--- src/rtl/uart_tx_drain.sv ---
// uart_tx_drain
// Fetches 16-bit words from an upstream FIFO and sends each one as two UART
// bytes, low byte first. Each byte is a start bit, 8 data bits LSB first,
// an optional even parity bit, and a stop bit.
// Build option: define UART_TX_PARITY_EN to insert the parity bit
// (11-bit frames). Without it, frames are 10 bits.
//
// state  | meaning
// IDLE   | line idle; waits for txEnable with a non-empty FIFO
// REQ    | single-cycle FIFO read strobe
// LATCH  | capture FIFO read data into the word register
// START  | start bit (0)
// DATA   | 8 data bits, LSB first
// PARITY | even parity over the 8 data bits (UART_TX_PARITY_EN only)
// STOP   | stop bit (1); the stop bit of byte 1 completes the word
module uart_tx_drain #(
  parameter int CLKS_PER_BIT = 868
) (
  input  logic        clk,
  input  logic        rst,
  input  logic        txEnable,
  input  logic        fifoEmpty,
  input  logic [15:0] fifoData,
  output logic        fifoReadEn,
  output logic        tx,
  output logic        busy,
  output logic        wordDone
);

  localparam int CNT_W = $clog2(CLKS_PER_BIT);
  localparam logic [CNT_W-1:0] CNT_LAST = CNT_W'(CLKS_PER_BIT - 1);

  localparam logic [2:0] IDLE   = 3'd0;
  localparam logic [2:0] REQ    = 3'd1;
  localparam logic [2:0] LATCH  = 3'd2;
  localparam logic [2:0] START  = 3'd3;
  localparam logic [2:0] DATA   = 3'd4;
  localparam logic [2:0] STOP   = 3'd5;
`ifdef UART_TX_PARITY_EN
  localparam logic [2:0] PARITY = 3'd6;
`endif

  logic [2:0]       state_q, state_d;
  logic [CNT_W-1:0] cnt_q, cnt_d;
  logic [2:0]       bit_q, bit_d;
  logic             byte_q, byte_d;
  logic [15:0]      word_q, word_d;
  logic             done_q, done_d;
  logic             ready_q, ready_d;

  logic       bit_end;
  logic       fetch_ok;
  logic [7:0] cur_byte;
  logic       tx_c;

  assign bit_end  = (cnt_q == '0);
  assign fetch_ok = txEnable && !fifoEmpty;
  assign cur_byte = byte_q ? word_q[15:8] : word_q[7:0];

  // Next-state logic: bit timing is a down-counter reloaded at every bit boundary.
  always_comb begin
    state_d = state_q;
    cnt_d   = cnt_q;
    bit_d   = bit_q;
    byte_d  = byte_q;
    word_d  = word_q;
    done_d  = 1'b0;
    // ready_q blocks a fetch on the first edge after reset release.
    ready_d = 1'b1;
    case (state_q)
      IDLE: begin
        if (ready_q && fetch_ok) state_d = REQ;
      end
      REQ: begin
        state_d = LATCH;
      end
      LATCH: begin
        word_d  = fifoData;
        byte_d  = 1'b0;
        cnt_d   = CNT_LAST;
        state_d = START;
      end
      START: begin
        if (bit_end) begin
          cnt_d   = CNT_LAST;
          bit_d   = 3'd0;
          state_d = DATA;
        end else begin
          cnt_d = cnt_q - CNT_W'(1);
        end
      end
      DATA: begin
        if (bit_end) begin
          cnt_d = CNT_LAST;
          if (bit_q == 3'd7) begin
`ifdef UART_TX_PARITY_EN
            state_d = PARITY;
`else
            state_d = STOP;
`endif
          end else begin
            bit_d = bit_q + 3'd1;
          end
        end else begin
          cnt_d = cnt_q - CNT_W'(1);
        end
      end
`ifdef UART_TX_PARITY_EN
      PARITY: begin
        if (bit_end) begin
          cnt_d   = CNT_LAST;
          state_d = STOP;
        end else begin
          cnt_d = cnt_q - CNT_W'(1);
        end
      end
`endif
      STOP: begin
        if (bit_end) begin
          cnt_d = CNT_LAST;
          if (!byte_q) begin
            byte_d  = 1'b1;
            state_d = START;
          end else begin
            // Word complete. The IDLE fetch decision is taken on this same
            // edge so back-to-back words are separated only by REQ and LATCH.
            done_d  = 1'b1;
            cnt_d   = '0;
            state_d = fetch_ok ? REQ : IDLE;
          end
        end else begin
          cnt_d = cnt_q - CNT_W'(1);
        end
      end
      default: begin
        state_d = IDLE;
      end
    endcase
  end

  // Serial line value for the current state; high whenever no frame bit is on the line.
  always_comb begin
    tx_c = 1'b1;
    case (state_q)
      START:  tx_c = 1'b0;
      DATA:   tx_c = cur_byte[bit_q];
`ifdef UART_TX_PARITY_EN
      PARITY: tx_c = ^cur_byte;
`endif
      default: tx_c = 1'b1;
    endcase
  end

  // State and datapath registers with asynchronous active-low reset.
  always_ff @(posedge clk or negedge rst) begin
    if (!rst) begin
      state_q <= IDLE;
      cnt_q   <= '0;
      bit_q   <= 3'd0;
      byte_q  <= 1'b0;
      word_q  <= 16'd0;
      done_q  <= 1'b0;
      ready_q <= 1'b0;
    end else begin
      state_q <= state_d;
      cnt_q   <= cnt_d;
      bit_q   <= bit_d;
      byte_q  <= byte_d;
      word_q  <= word_d;
      done_q  <= done_d;
      ready_q <= ready_d;
    end
  end

  assign tx         = tx_c;
  assign busy       = (state_q != IDLE);
  assign fifoReadEn = (state_q == REQ);
  assign wordDone   = done_q;

endmodule

--- config.mk ---
export PLATFORM = sky130hd
export DESIGN_NAME = uart_tx_drain
export DESIGN_NICKNAME = d
export VERILOG_FILES = /design/src/rtl/uart_tx_drain.sv
export SDC_FILE = /design/constraint.sdc
export NUM_CORES = 1
export LEC_CHECK = 0
export ABC_AREA = 1
export CAP_MARGIN = 25
export CORE_UTILIZATION = 54
export DETAILED_ROUTE_END_ITERATION = 8
export PLACE_DENSITY = 0.88
export SETUP_SLACK_MARGIN = 0.05
export SKIP_LAST_GASP = 1
export SLEW_MARGIN = 20
export SYNTH_ARGS = -nofsm -noshare
export SYNTH_HDL_FRONTEND = slang
export SYNTH_SLANG_ARGS = --single-unit
--- constraint.sdc ---
create_clock -name clk -period 1.6 [get_ports clk]
set_input_delay 0.48 -clock clk [delete_from_list [all_inputs] [get_ports clk]]
set_output_delay 0.48 -clock clk [all_outputs]
set_load 0.005 [all_outputs]
Word-level counts from Yosys, hierarchy flattened
Cells that the tools add are included.
W data, S select, Z words.
{"block": "op_classes", "addsub": 2, "magnitude_cmp": 1, "n_eq_ne": 12, "mux": 25, "reduce_logical": 13}
{"op": "$mux W10", "n": 3}
{"op": "$pmux W10 S3", "n": 1}
{"op": "$mux W3", "n": 8}
{"op": "$pmux W3 S6", "n": 1}
{"op": "$ne A2 B2 Y1 const B", "n": 6}
{"op": "$logic_not A10 Y1", "n": 1}
{"op": "$sub A10 B1 Y10 const B", "n": 1}
{"op": "$eq A3 B3 Y1 const B", "n": 3}
{"op": "$mux W8", "n": 1}
{"op": "$eq A3 B2 Y1 const B", "n": 2}
{"op": "$mux W1", "n": 6}
{"op": "$pmux W3 S2", "n": 1}
{"op": "$reduce_bool A3 Y1", "n": 2}
{"op": "$reduce_and A5 Y1", "n": 1}
{"op": "$lt A3 B4 Y1 const B", "n": 1}
{"op": "$pmux W1 S2", "n": 2}
{"op": "$reduce_and A4 Y1", "n": 1}
{"op": "$reduce_bool A2 Y1", "n": 2}
{"op": "$add A3 B1 Y3 const B", "n": 1}
{"op": "$bmux W1 S3", "n": 1}
{"op": "$eq A3 B1 Y1 const B", "n": 1}
{"op": "$logic_not A3 Y1", "n": 1}
{"op": "$logic_and A1 B1 Y1", "n": 2}
{"op": "$mux W2", "n": 1}
{"op": "3 further kinds", "n": 3}
{"block": "totals", "ff_bits": 35, "in_bits": 20, "out_inout_bits": 4}

Longest topological paths before layout
{"block": "depth", "word_depth": 6, "ltp_mapped": 10, "ltp_nobuf": 10}

Least setup slack after synthesis
Ideal clock, no wire load.
{"block": "synth_path", "path_kind": "register to output", "from": "reg byte_q", "to": "out tx", "arrival_time_ns": 1.076, "t_required_ns": 1.120, "path_slack_ns": 0.044, "path_stages_with_launch": 10, "path_buffers": 1, "cell_sequence": "dfrtp_1 > clkbuf_1 > nor2_1 > nor2_1 > nand2_1 > nand3_1 > nand3_1 > nand2_1 > nand2_1 > nand2_1"}
{"block": "synth_via", "elab_chain_len": 4}
{"item": "start, declared", "line_no": "46", "source": "logic byte_q, byte_d;"}
{"item": "start signal, assigned", "line_no": "168", "source": "byte_q <= byte_d;"}
{"item": "$mux W8", "line_no": "58", "source": "assign cur_byte = byte_q ? word_q[15:8] : word_q[7:0];"}
{"item": "$bmux W1 S3", "line_no": "146", "source": "DATA: tx_c = cur_byte[bit_q];"}
{"item": "$mux W1 (implied by the code)", "line_no": "146"}
{"item": "$pmux W1 S2", "line_no": "144", "source": "case (state_q)"}
{"item": "end, declared", "line_no": "25", "source": "output logic tx,"}
No other way between the ends. The select of a mux whose other input is x is not followed.

Worst setup path after layout
Ends and elaborated chain as after synthesis.

==> reports/qor.csv <==
metric;value;unit
total power divided by cell area;1678;nW/um2
arrival time worst endpoint;1.66;ns
top-area cell type share of the netlist area;46.54;%
Placed Instances;333;
area share of xor/xnor cells in the synthesized design;2.327;%
wire length of the first global-routing pass;7.134;mm
# DRC;0;
multiplexer area fraction after synthesis;0;%
Achievable Freq;468.1;MHz
post-route fraction of the period consumed by the critical path;133.5;%
area occupied by multi-input gates;973.4;um2
number of vias per cell after detailed routing;5.610;
maximum fanout count along the critical path;7;
Max Transition Viols Final;0;
antenna cells;0;
# clock sinks;35;
area of the mapped netlist;1882;um2
row count;21;
fraction of the core area covered by cells at the end of the flow;81.55;%
total placed instance area;2354;um2
hold slack final;0.4809;ns
# IOs;24;
violations in the final reports;negative setup slack;
area share of fa/ha/maj cells after synthesis;2.660;%
starting density of the core;56.39;%
Mapped Cells;243;
fraction of the mapped netlist area in compound gates;11.64;%
nets in the synthesized netlist;267;
H-tree levels;2;
Tot Pwr;4.565;mW
prevailing post-synth register cell;sky130_fd_sc_hd__dfrtp_1;
count of vias placed by the detailed router;2014;
worst min path class;input port to asynchronous set/reset pin;
number of warnings reported in the yosys synthesis log;0;
post-CTS clock slew at the launch and capture registers of the worst setup and hold paths;0.12;ns
horizontal extent of the die;61.03;um
max cap viols;0;
drt first pass iters;5;
wire length per cell after detailed routing;15.43;um
Num CTS Buffers;5;
Net count, final;336;
async set or reset register ratio after synthesis;100.0;%
number of global-route vias before repair;1743;
final WL;5.539;mm
ratio of cells with drive above 1 in the final layout;31.63;%
post-route cell area;2721;um2
Mean Syn Cell Area;7.744;um2
maximum number of pins on one net before global-route repair;36;
category of the most critical setup path;flop to output port;
total routing usage reported by global routing;26.34;%
source-to-sink clock delay at the later pin of the worst-skew pair;0.36;ns
combinational family with the most area after synthesis;simple AND/OR/NAND/NOR gates;
peak ir drop on the vdd network;709.7;uV
number of flops mapped to enable cells by yosys;0;
count of different cell masters after synthesis;30;
simple-gate share of the synthesized area;27.79;%
critical path data required time;1.12;ns
fillcell total;178;
buffers added on ports;23;
total congestion overflow;0;
maximum buffer depth of the clock tree;2;
post-detailed-route count of antenna-violating nets;0;
Critical Path Source Type;flop;
area taken by flip-flops and latches;879.6;um2
final HPWL from detailed placement;2.941;mm
nature of the critical path endpoint;output port;
Worst R2R Path Depth;9;
die outline area;3725;um2
Seq cells post-synth;35;
setup violation total in the final timing report;20;
min cycle time layout;2.136;ns
Worst Skew;0.01502;ns
TritonCTS clock tree;done;
slack of the critical path;-0.5363;ns
root buf cell;sky130_fd_sc_hd__clkbuf_4;
cell types occupying the most area after synthesis;sky130_fd_sc_hd__dfrtp_1, sky130_fd_sc_hd__nand2_1, sky130_fd_sc_hd__inv_1;
overall die height;61.03;um
weighted congestion at the end of routability-driven global placement;0.8648;
run status;finished, violations left;
part of the Yosys area used for sequential elements;46.54;%
Static Leak;1.326;nW
largest area contributor in the synthesized netlist;sky130_fd_sc_hd__dfrtp_1;
Std-Cell Core Area;3337;um2
layout-stage area growth over the synthesis result;44.61;%
Cell Count, Final, Fillers Out;359;
number of DRC markers after the initial detailed-route iteration;199;
Final Hold Fails;0;
antenna violations before repair;0;
setup repair after global routing missed its margin;true;
## Yosys cell counts, types with 2 or more instances
cell type	instances
sky130_fd_sc_hd__xor2_1	4
sky130_fd_sc_hd__nand4_1	2
sky130_fd_sc_hd__nor2_2	2
sky130_fd_sc_hd__ha_1	4
sky130_fd_sc_hd__nand3_1	19
sky130_fd_sc_hd__nand2_1	63
sky130_fd_sc_hd__o21ai_1	11
sky130_fd_sc_hd__clkinv_1	2
sky130_fd_sc_hd__dfrtp_1	35
sky130_fd_sc_hd__nand3_2	3
sky130_fd_sc_hd__nor3_1	2
sky130_fd_sc_hd__clkbuf_1	3
sky130_fd_sc_hd__o21ai_0	19
sky130_fd_sc_hd__nor2_1	16
sky130_fd_sc_hd__a21oi_1	5
sky130_fd_sc_hd__inv_1	30
sky130_fd_sc_hd__nand2_2	2
sky130_fd_sc_hd__o22ai_1	2
sky130_fd_sc_hd__inv_2	8
## final timing paths
kind / from / to / slack (ns)
max in group asynchronous: rst / bit_q[0] / 0.92
hold reg to reg: word_q[0] / word_q[0] / 0.52
min in group clk: word_q[0] / word_q[0] / 0.52
hold / removal: rst / word_q[1] / 0.48
setup reg to reg: bit_q[0] / bit_q[2] / -0.33
setup / recovery: byte_q / tx / -0.54
## worst max-delay path, cell delays in order (launching register included)
cell and delay (ns):
sky130_fd_sc_hd__dfrtp_1 0.43, sky130_fd_sc_hd__clkinv_2 0.14, sky130_fd_sc_hd__nand2_1 0.13, sky130_fd_sc_hd__nand3_2 0.08, sky130_fd_sc_hd__nand3_1 0.12, sky130_fd_sc_hd__nand3_1 0.08
sky130_fd_sc_hd__nand2_1 0.08, sky130_fd_sc_hd__nand2_1 0.05, sky130_fd_sc_hd__nand2_1 0.07, sky130_fd_sc_hd__buf_2 0.12
## layout make-up
cell class,instances,area share [%]
timing repair buffer,66,20.78
clock buffer,5,1.379
sequential,35,32.32
clock inverter,3,1.609
multi-input combinational,164,35.77
tap,46,2.115
inverter,40,6.023
## per-layer routing
metal | GRT usage [%] | wire length [um] | vias up | part of all wire [%]
met5 | 0 | 0 | - | 0
met4 | 15.26 | 269 | 0 | 4.9
met3 | 7.983 | 353 | 41 | 6.4
met2 | 44.25 | 2626 | 123 | 47
met1 | 29.65 | 2290 | 936 | 41
li1 | - | - | 914 | -
## what timing repair did
item                                   CTS  global route
setup endpoints to repair               11            36
cloned                                   1             1
hold buffers                             0             0
endpoints found under the hold margin    0             0
gates resized for setup                 25            36
pin swaps                               10            15
buffers inserted                        12             4
## sequential cells by signal (all words and copies together), names as in the netlist
name      flops
state_q       3
wordDone      1
word_q       16
byte_q        1
cnt_q        10
bit_q         3
ready_q       1
## cell usage in the layout, fill, tap and decap left out, drive strengths merged
cell type	n
nand2	66
buf	46
inv	38
dfrtp	35
o21ai	30
nand3	23
clkdlybuf4s50	19
nor2	18
a21oi	6
clkbuf	5
xor2	4
ha	4
clkinv	4
nor3	3
nand4	2
o22ai	2
or2	1
a211oi	1
o21bai	1
xnor2	1
nor4	1
bufinv	1
dlygate4sd2	1
conb	1
## power by group
group | internal [mW] | switching, mW
clock | 0.329 | 0.324
combinational | 1.08 | 1.39
sequential | 1.22 | 0.217
total | 2.63 | 1.93
## kinds of logic (layout without fill, tap and decap cells)
family          after synthesis  count (layout)
buf+inv                      44             114
compound gates               40              40
other cells                   1               1
simple gates                114             114
fa+ha+maj                     4               4
xor+xnor                      5               5
flops                        35              35
## stage by stage
stage / setup slack [ns] / TNS, ns
detailed placement: -0.4373 / -1.052
finish: -0.5363 / -3.445
CTS: -0.4424 / -1.775
floorplan: 0.1365 / 0
global route: -0.6068 / -5.139
global placement: -0.4039 / -0.7865
Power figures use the tool's default switching activity.
